--- config.mk ---
export PLATFORM = sky130hd
export DESIGN_NAME = kv_store
export DESIGN_NICKNAME = d
export VERILOG_FILES = /design/src/rtl/kv_store.sv
export SDC_FILE = /design/constraint.sdc
export NUM_CORES = 1
export LEC_CHECK = 0
export ABC_AREA = 1
export CAP_MARGIN = 40
export CORE_MARGIN = 1.5
export CORE_UTILIZATION = 30
export CTS_BUF_LIST = sky130_fd_sc_hd__clkbuf_8
export CTS_CLUSTER_DIAMETER = 200
export DETAILED_ROUTE_END_ITERATION = 7
export DONT_BUFFER_PORTS = 1
export PLACE_DENSITY = 0.46
export SLEW_MARGIN = 0
export SYNTH_ARGS = -nofsm -noshare
export SYNTH_HDL_FRONTEND = slang
export SYNTH_SLANG_ARGS = --single-unit
--- constraint.sdc ---
create_clock -name sys_clk -period 11.02 [get_ports sys_clk]
set_clock_uncertainty 0.2 [all_clocks]
set_input_delay 2.204 -clock sys_clk [delete_from_list [all_inputs] [get_ports sys_clk]]
set_output_delay 2.204 -clock sys_clk [all_outputs]
set_load 0.05 [all_outputs]
--- src/rtl/kv_store.sv ---
// kv_store: parametrised associative key/value store behind a Wishbone-style
// slave handshake. A request runs a linear scan of the table, one entry per
// clock, followed by one response cycle that applies any table update and
// registers every result output.
//
// Ports
//   sys_clk   clock, rising edge
//   sys_rst   asynchronous active-high reset; clears state, table and outputs
//   CYC_i     bus cycle valid; dropping it during a scan aborts the request
//   STB_i     strobe; request accepted when CYC_i & STB_i are high while idle
//   OP_i      0 lookup by key, 1 reverse lookup by value, 2 insert/update, 3 delete
//   KEY_i     request key
//   VAL_i     request value
//   ACK_o     one-cycle response strobe
//   STALL_o   busy (not idle)
//   HIT_o     matching valid entry found
//   DUP_o     insert overwrote an existing key
//   FULL_o    every entry valid
//   ERR_o     insert rejected, table full
//   KEY_o     key of matched / written entry
//   VAL_o     value of matched / written entry
//   COUNT_o   number of valid entries
module kv_store #(
  parameter int KEY_W = 7,
  parameter int VAL_W = 7,
  parameter int DEPTH = 8,
  localparam int CW   = $clog2(DEPTH + 1)
) (
  input  logic             sys_clk,
  input  logic             sys_rst,
  input  logic             CYC_i,
  input  logic             STB_i,
  input  logic [1:0]       OP_i,
  input  logic [KEY_W-1:0] KEY_i,
  input  logic [VAL_W-1:0] VAL_i,
  output logic             ACK_o,
  output logic             STALL_o,
  output logic             HIT_o,
  output logic             DUP_o,
  output logic             FULL_o,
  output logic             ERR_o,
  output logic [KEY_W-1:0] KEY_o,
  output logic [VAL_W-1:0] VAL_o,
  output logic [CW-1:0]    COUNT_o
);

  localparam int IW = (DEPTH > 1) ? $clog2(DEPTH) : 1;

  typedef enum logic [1:0] {
    S_IDLE = 2'd0,
    S_SCAN = 2'd1,
    S_RESP = 2'd2
  } state_t;

  state_t           state_q, state_d;
  logic [1:0]       op_q, op_d;
  logic [KEY_W-1:0] key_q, key_d;
  logic [VAL_W-1:0] val_q, val_d;
  logic [IW-1:0]    idx_q, idx_d;
  logic             mfound_q, mfound_d;
  logic             ffound_q, ffound_d;
  logic [IW-1:0]    midx_q, midx_d;
  logic [IW-1:0]    fidx_q, fidx_d;

  logic             tbl_vld_q [DEPTH];
  logic             tbl_vld_d [DEPTH];
  logic [KEY_W-1:0] tbl_key_q [DEPTH];
  logic [KEY_W-1:0] tbl_key_d [DEPTH];
  logic [VAL_W-1:0] tbl_val_q [DEPTH];
  logic [VAL_W-1:0] tbl_val_d [DEPTH];

  logic             ack_q, ack_d;
  logic             hit_q, hit_d;
  logic             dup_q, dup_d;
  logic             err_q, err_d;
  logic             full_q, full_d;
  logic [KEY_W-1:0] kout_q, kout_d;
  logic [VAL_W-1:0] vout_q, vout_d;
  logic [CW-1:0]    cnt_q, cnt_d;

  logic             entry_match;

  // Reverse lookup compares the stored value; every other op compares the key.
  always_comb begin
    entry_match = 1'b0;
    if (tbl_vld_q[idx_q]) begin
      if (op_q == 2'd1) entry_match = (tbl_val_q[idx_q] == val_q);
      else              entry_match = (tbl_key_q[idx_q] == key_q);
    end
  end

  always_comb begin
    state_d   = state_q;
    op_d      = op_q;
    key_d     = key_q;
    val_d     = val_q;
    idx_d     = idx_q;
    mfound_d  = mfound_q;
    ffound_d  = ffound_q;
    midx_d    = midx_q;
    fidx_d    = fidx_q;
    tbl_vld_d = tbl_vld_q;
    tbl_key_d = tbl_key_q;
    tbl_val_d = tbl_val_q;
    ack_d     = 1'b0;
    hit_d     = hit_q;
    dup_d     = dup_q;
    err_d     = err_q;
    kout_d    = kout_q;
    vout_d    = vout_q;
    cnt_d     = cnt_q;

    case (state_q)
      S_IDLE: begin
        if (CYC_i && STB_i) begin
          state_d  = S_SCAN;
          op_d     = OP_i;
          key_d    = KEY_i;
          val_d    = VAL_i;
          idx_d    = '0;
          mfound_d = 1'b0;
          ffound_d = 1'b0;
          midx_d   = '0;
          fidx_d   = '0;
        end
      end

      S_SCAN: begin
        if (!CYC_i) begin
          state_d = S_IDLE;
        end else begin
          // Only the first hit / first hole is kept, so the lowest index wins.
          if (entry_match && !mfound_q) begin
            mfound_d = 1'b1;
            midx_d   = idx_q;
          end
          if (!tbl_vld_q[idx_q] && !ffound_q) begin
            ffound_d = 1'b1;
            fidx_d   = idx_q;
          end
          if (idx_q == IW'(DEPTH - 1)) state_d = S_RESP;
          else                         idx_d   = idx_q + IW'(1);
        end
      end

      S_RESP: begin
        state_d = S_IDLE;
        ack_d   = 1'b1;
        hit_d   = 1'b0;
        dup_d   = 1'b0;
        err_d   = 1'b0;
        kout_d  = '0;
        vout_d  = '0;
        case (op_q)
          2'd0, 2'd1: begin
            if (mfound_q) begin
              hit_d  = 1'b1;
              kout_d = tbl_key_q[midx_q];
              vout_d = tbl_val_q[midx_q];
            end
          end
          2'd2: begin
            if (mfound_q) begin
              tbl_val_d[midx_q] = val_q;
              hit_d  = 1'b1;
              dup_d  = 1'b1;
              kout_d = key_q;
              vout_d = val_q;
            end else if (ffound_q) begin
              tbl_vld_d[fidx_q] = 1'b1;
              tbl_key_d[fidx_q] = key_q;
              tbl_val_d[fidx_q] = val_q;
              kout_d = key_q;
              vout_d = val_q;
              cnt_d  = cnt_q + CW'(1);
            end else begin
              err_d = 1'b1;
            end
          end
          default: begin
            if (mfound_q) begin
              tbl_vld_d[midx_q] = 1'b0;
              hit_d  = 1'b1;
              kout_d = tbl_key_q[midx_q];
              vout_d = tbl_val_q[midx_q];
              cnt_d  = cnt_q - CW'(1);
            end
          end
        endcase
      end

      default: state_d = S_IDLE;
    endcase

    // FULL is registered from the next count so it moves together with COUNT_o.
    full_d = (cnt_d == CW'(DEPTH));
  end

  always_ff @(posedge sys_clk or posedge sys_rst) begin
    if (sys_rst) begin
      state_q  <= S_IDLE;
      op_q     <= '0;
      key_q    <= '0;
      val_q    <= '0;
      idx_q    <= '0;
      mfound_q <= 1'b0;
      ffound_q <= 1'b0;
      midx_q   <= '0;
      fidx_q   <= '0;
      for (int i = 0; i < DEPTH; i++) begin
        tbl_vld_q[i] <= 1'b0;
        tbl_key_q[i] <= '0;
        tbl_val_q[i] <= '0;
      end
      ack_q    <= 1'b0;
      hit_q    <= 1'b0;
      dup_q    <= 1'b0;
      err_q    <= 1'b0;
      full_q   <= 1'b0;
      kout_q   <= '0;
      vout_q   <= '0;
      cnt_q    <= '0;
    end else begin
      state_q   <= state_d;
      op_q      <= op_d;
      key_q     <= key_d;
      val_q     <= val_d;
      idx_q     <= idx_d;
      mfound_q  <= mfound_d;
      ffound_q  <= ffound_d;
      midx_q    <= midx_d;
      fidx_q    <= fidx_d;
      tbl_vld_q <= tbl_vld_d;
      tbl_key_q <= tbl_key_d;
      tbl_val_q <= tbl_val_d;
      ack_q     <= ack_d;
      hit_q     <= hit_d;
      dup_q     <= dup_d;
      err_q     <= err_d;
      full_q    <= full_d;
      kout_q    <= kout_d;
      vout_q    <= vout_d;
      cnt_q     <= cnt_d;
    end
  end

  assign ACK_o   = ack_q;
  assign STALL_o = (state_q != S_IDLE);
  assign HIT_o   = hit_q;
  assign DUP_o   = dup_q;
  assign ERR_o   = err_q;
  assign FULL_o  = full_q;
  assign KEY_o   = kout_q;
  assign VAL_o   = vout_q;
  assign COUNT_o = cnt_q;

endmodule

== After elaboration in Yosys (flattened, before gate mapping) ==
Cells that the tools add are included.

* Reduce and logical (&&, ||, !) cells: 23
* Eq/ne operators: 16
* Multiplexer cells: 74
* Order comparisons: 5
* $add $sub $neg: 3
* Shifts and indexed selects: 0
* Multipliers: 0
* Bitwise operators: 8
* Divide/modulo/power cells: 0

{| class="wikitable"
|+ Operator list
! kind !! number
|-
| bitwise mux 56 bit || 3
|-
| two-way mux 7 bit || 18
|-
| two-way mux 56 bit || 2
|-
| binary-select mux 7 bit (select 3 bit) || 4
|-
| demux 7 bit (select 3 bit) || 2
|-
| two-way mux 8 bit || 3
|-
| two-way mux 3 bit || 7
|-
| one-hot mux 3 bit (2 select lines) || 3
|-
| two-way mux 1 bit || 17
|-
| two-way mux 4 bit || 4
|-
| one-hot mux 8 bit (2 select lines) || 1
|-
| AND reduction 4 bit || 4
|-
| == test 7 bit || 2
|-
| != test 2 bit (second input constant) || 7
|-
| greater-or-equal comparator 4 bit (second input constant) || 3
|-
| NOT 3 -> 4 bit || 3
|-
| AND 8 bit || 1
|-
| < comparator 4 x 1 -> 1 bit (second input constant) || 2
|-
| NOT 8 bit || 1
|-
| OR 8 bit || 1
|-
| one-hot mux 4 bit (2 select lines) || 1
|-
| nonzero test 2 bit || 4
|-
| demux 1 bit (select 3 bit) || 2
|-
| two-way mux 2 bit || 3
|-
| other kinds (19) || 31
|}

* RAM bits: 0
* Memories: 0
* Input bits: 20
* Output and inout bits: 24
* Bits in latches: 0
* Register bits: 172
* Logic and storage cells: 170
* Bits in read-only memories: 0

== Longest topological paths before layout ==
* Word-level depth: 11
* Mapped depth: 18
* Gate-level depth less buffers: 16

== Worst setup path after synthesis ==
No wires, ideal clock.

* Kind: input to register
* From: input STB_i
* To: register midx_q[0]
* Stages: 7
* Data required time: 10.702 ns
* Setup time: 0.118 ns
* Buffers on the path: 0
* Arrival: 3.076 ns
* Setup slack: 7.626 ns
* Cell sequence: nand3_1 > inv_1 > a21oi_1 > nor3_1 > nand2_2 > nand3_1 > nand2_1

* Cells in the longest elaborated chain, start to end: 3

{| class="wikitable"
|+ RTL lines
! item !! RTL line !! source
|-
| from (decl) || 32 || <nowiki>input logic STB_i,</nowiki>
|-
| logical AND 1 bit || 115 || <nowiki>if (CYC_i && STB_i) begin</nowiki>
|-
| != test 2 bit (no line) || n/a ||
|-
| AND reduction 4 bit (no line) || n/a ||
|-
| to (signal assigned) || 231 || <nowiki>midx_q <= midx_d;</nowiki>
|-
| to (decl) || 62 || <nowiki>logic [IW-1:0] midx_q, midx_d;</nowiki>
|}

No other way between the ends.
A chain may end at the register's enable or synchronous reset.

== Worst setup path in the final report ==
* From: register state_q[1]
* To: output STALL_o

* Cells in the longest elaborated chain, start to end: 1

{| class="wikitable"
|+ RTL lines
! item !! RTL line !! source
|-
| from (decl) || 55 || <nowiki>state_t state_q, state_d;</nowiki>
|-
| from (signal assigned) || 224 || <nowiki>state_q <= state_d;</nowiki>
|-
| nonzero test 2 bit || 248 || <nowiki>assign STALL_o = (state_q != S_IDLE);</nowiki>
|-
| to (decl) || 37 || <nowiki>output logic STALL_o,</nowiki>
|}

No other way between the ends.

==> flow_summary.toml <==
[synth]
syn_nets = 1225
synth_top_area_frac = 0.477
ys_types = 42
synth_area_sq_um = 9030
ys_warn_count = 0
syn_area_per_cell_sq_um = 7.52
seq_area_frac_synth = 0.477
yosys.area.top_type = "dfrtp_1"
netlist_instances = 1200
synth_area_leaders = "dfrtp_1, nand2_1, o21ai_0"
ys_seq_elements = 172

[worst_setup_path]
rr_startpoint = "idx_q[1]$_DFFE_PP0P_"
rr_worst_depth = 15
path_max_fanout = 3
worst_setup_path_start_kind = "flip-flop"
arrival_ps = 1220
rrSetupSlack_ps = 7940
worstSetupPathType = "flip-flop to output pin"
r2r_end = "midx_q[2]$_DFFE_PP0P_"
cp-end-kind = "output pin"
critPathRequiredTime_ps = 8620

[power]
power.leakage_nw = 4.39
peakVddDrop_mv = 0.0668
powerDensity_nw_per_um2 = 173
totalPowerFinal_mw = 1.71

[clock_tree]
cts_made_buffers = 17
clock-sinks = 172
cts_resized = 0
cts_htree_levels = 4
hold_buffers = 0
post-cts-setup-buffer-count = 0
cts_tree = "built"
clk_latency_ps = 470
cts-root-buf = "clkbuf_8"
cts.path.max_buffers = 2
clk_pin_slew_ps = 100

[die]
std_cell_rows = 63
core_sq_um = 29600
die-area_sq_um = 31100
die_w_um = 176
ios = 44
die_h_um = 176
initial_core_util = 0.305

[place]
placed_area_sq_um = 9510
dp_hpwl_um = 19600
dp.cells = 1556
numPortBuffers = 0
globalplace.congestion = 0.779
preCtsSetupSlack_ps = 6920

[job]
drv_cap = 0

[sta]
slew_violations = 0
min_period_ps = 3630
slew_headroom = 0.406
tightest_slew_ps = 891
post-route-period-util = 0.329
setup_tns_ps = 0
max_freq_mhz = 276
hold_viol = 0
hold_ws_ps = 291
fin_ws_ps = 7390
setup_viol = 0
grt_setup_unrepaired = "false"

[detailed_routing]
drtIter0Drc = 784
vias = 8128
drt_wl_total_um = 30500
final_antenna_net_count = 0
wire_per_inst_um = 19.2
vias_per_cell = 5.12
drtPass1Iterations = 5
drcViolationCount = 0

[global_routing]
grt_overflow = 0
grt.total_usage = 0.204
antenna_found_initial = 0
first_global_vias = 7702
grt_first_pass_wirelength_um = 47400
grt_max_degree = 83

[outcome]
status = "complete, no violations"

[cells_and_area]
nFillCells = 3281
fin_cells = 1589
nNetsFinal = 1210
final_area_sq_um = 9870
regArea_sq_um = 4310
multi_input_area_sq_um = 3880
fin_util = 0.333
syn2layout_area_growth_pct = 9.31
drive_above_1_share = 0.0601

[hold_path]
hold_class = "flip-flop to flip-flop"
whs_endpoint = "tbl_val_q[47]$_DFFE_PP0P_"
min-delay-start = "tbl_val_q[47]$_DFFE_PP0P_"
holdPathStages = 2
kinds of logic (layout without fill, tap and decap cells):
family                   after synthesis  in the layout  synth area share
AO/OA/AOI/OAI                        266            266             0.166
XOR/XNOR                               3              3           0.00291
adder cells (fa/ha/maj)                5              5           0.00693
AND/OR/NAND/NOR                      552            552             0.254
flip-flops                           172            172             0.477
other                                  0              1                 0
buffers and inverters                202            200            0.0934
synthesized netlist by cell type:
cell type  instances
nand4_1            2
nand2_2            2
a31oi_1           11
ha_1               5
clkbuf_1          28
nand2_4            1
o41ai_1            4
nand3_2            2
nor2_1            48
o2111ai_1          1
nor3_1            13
a22oi_1            6
a21oi_1           25
o21ai_1            1
buf_1              1
buf_2             18
buf_6              4
nand2_1          374
nor3_4             1
a22o_1             1
a221oi_1           5
buf_4              8
o211ai_1           9
o31ai_1            2
o22ai_1           30
nor3_2             1
a32oi_1            1
o221ai_1           4
nor2_8             1
nor2_4             1
xor2_1             3
inv_2              3
inv_1            138
nand3_1          104
clkinv_1           1
o211ai_2           1
or2_1              1
a21oi_2            1
inv_4              1
nor4_1             1
dfrtp_1          172
o21ai_0          164
cells in the final DEF, fill, tap and decap left out, drive strengths merged:
cell type and instances:
a221oi 5, inv 147, o41ai 4, diode 1, clkinv 7, o221ai 4
clkbuf 19, ha 5, xor2 3, o211ai 10, a32oi 1, a31oi 11
nor3 15, or2 1, dfrtp 172, nor2 50, a21oi 26, nand3 106
nor4 1, a22oi 6, nand4 2, o31ai 2, buf 25, a22o 1
o2111ai 1, clkinvlp 2, o21ai 165, nand2 377, o22ai 30
layout make-up:
class,instances,share of cell area
antenna,1,0.000254
clock buffer,19,0.0265
clock inverter,13,0.00938
inverter,143,0.0551
multi-input combinational,826,0.393
sequential,172,0.436
tap,390,0.0494
timing repair buffer,25,0.0298
routing by layer:
metal  track usage  vias to the layer above  wire length, um
met4        0.0498                        0              419
met3        0.0388                       30             2120
met5             0                        -                0
met2         0.297                      292            13000
met1         0.307                     3902            15000
li1              -                     3904                -
how the worst max path moves through the flow:
stage,to,cells past startpoint,start,slack (ps)
CTS,STALL_o,2,state_q[1]$_DFFE_PP0P_,7350
floorplan,ACK_o$_DFF_PP0_,1,sys_rst,3960
detailed placement,midx_q[1]$_DFFE_PP0P_,8,STB_i,6920
finish,STALL_o,2,state_q[1]$_DFFE_PP0P_,7390
global route,midx_q[2]$_DFFE_PP0P_,9,STB_i,7240
global placement,midx_q[0]$_DFFE_PP0P_,7,STB_i,6650
worst max-delay path, cell delays in order (launching register included):
cell and delay [ps]:
dfrtp_1 410, nor2_1 130, inv_1 220
registers in the layout (all words and copies together) (netlist names), 2 cells and up:
name,cells
tbl_key_q,56
tbl_val_q,56
tbl_vld_q,8
KEY_o,7
VAL_o,7
key_q,7
val_q,7
COUNT_o,4
fidx_q,3
idx_q,3
midx_q,3
op_q,2
state_q,2
where the power goes:
group          internal, mW  switching, mW
logic                 0.143          0.380
clock network         0.169          0.255
registers             0.670         0.0928
total                 0.982          0.728
Power figures use the tool's default switching activity.
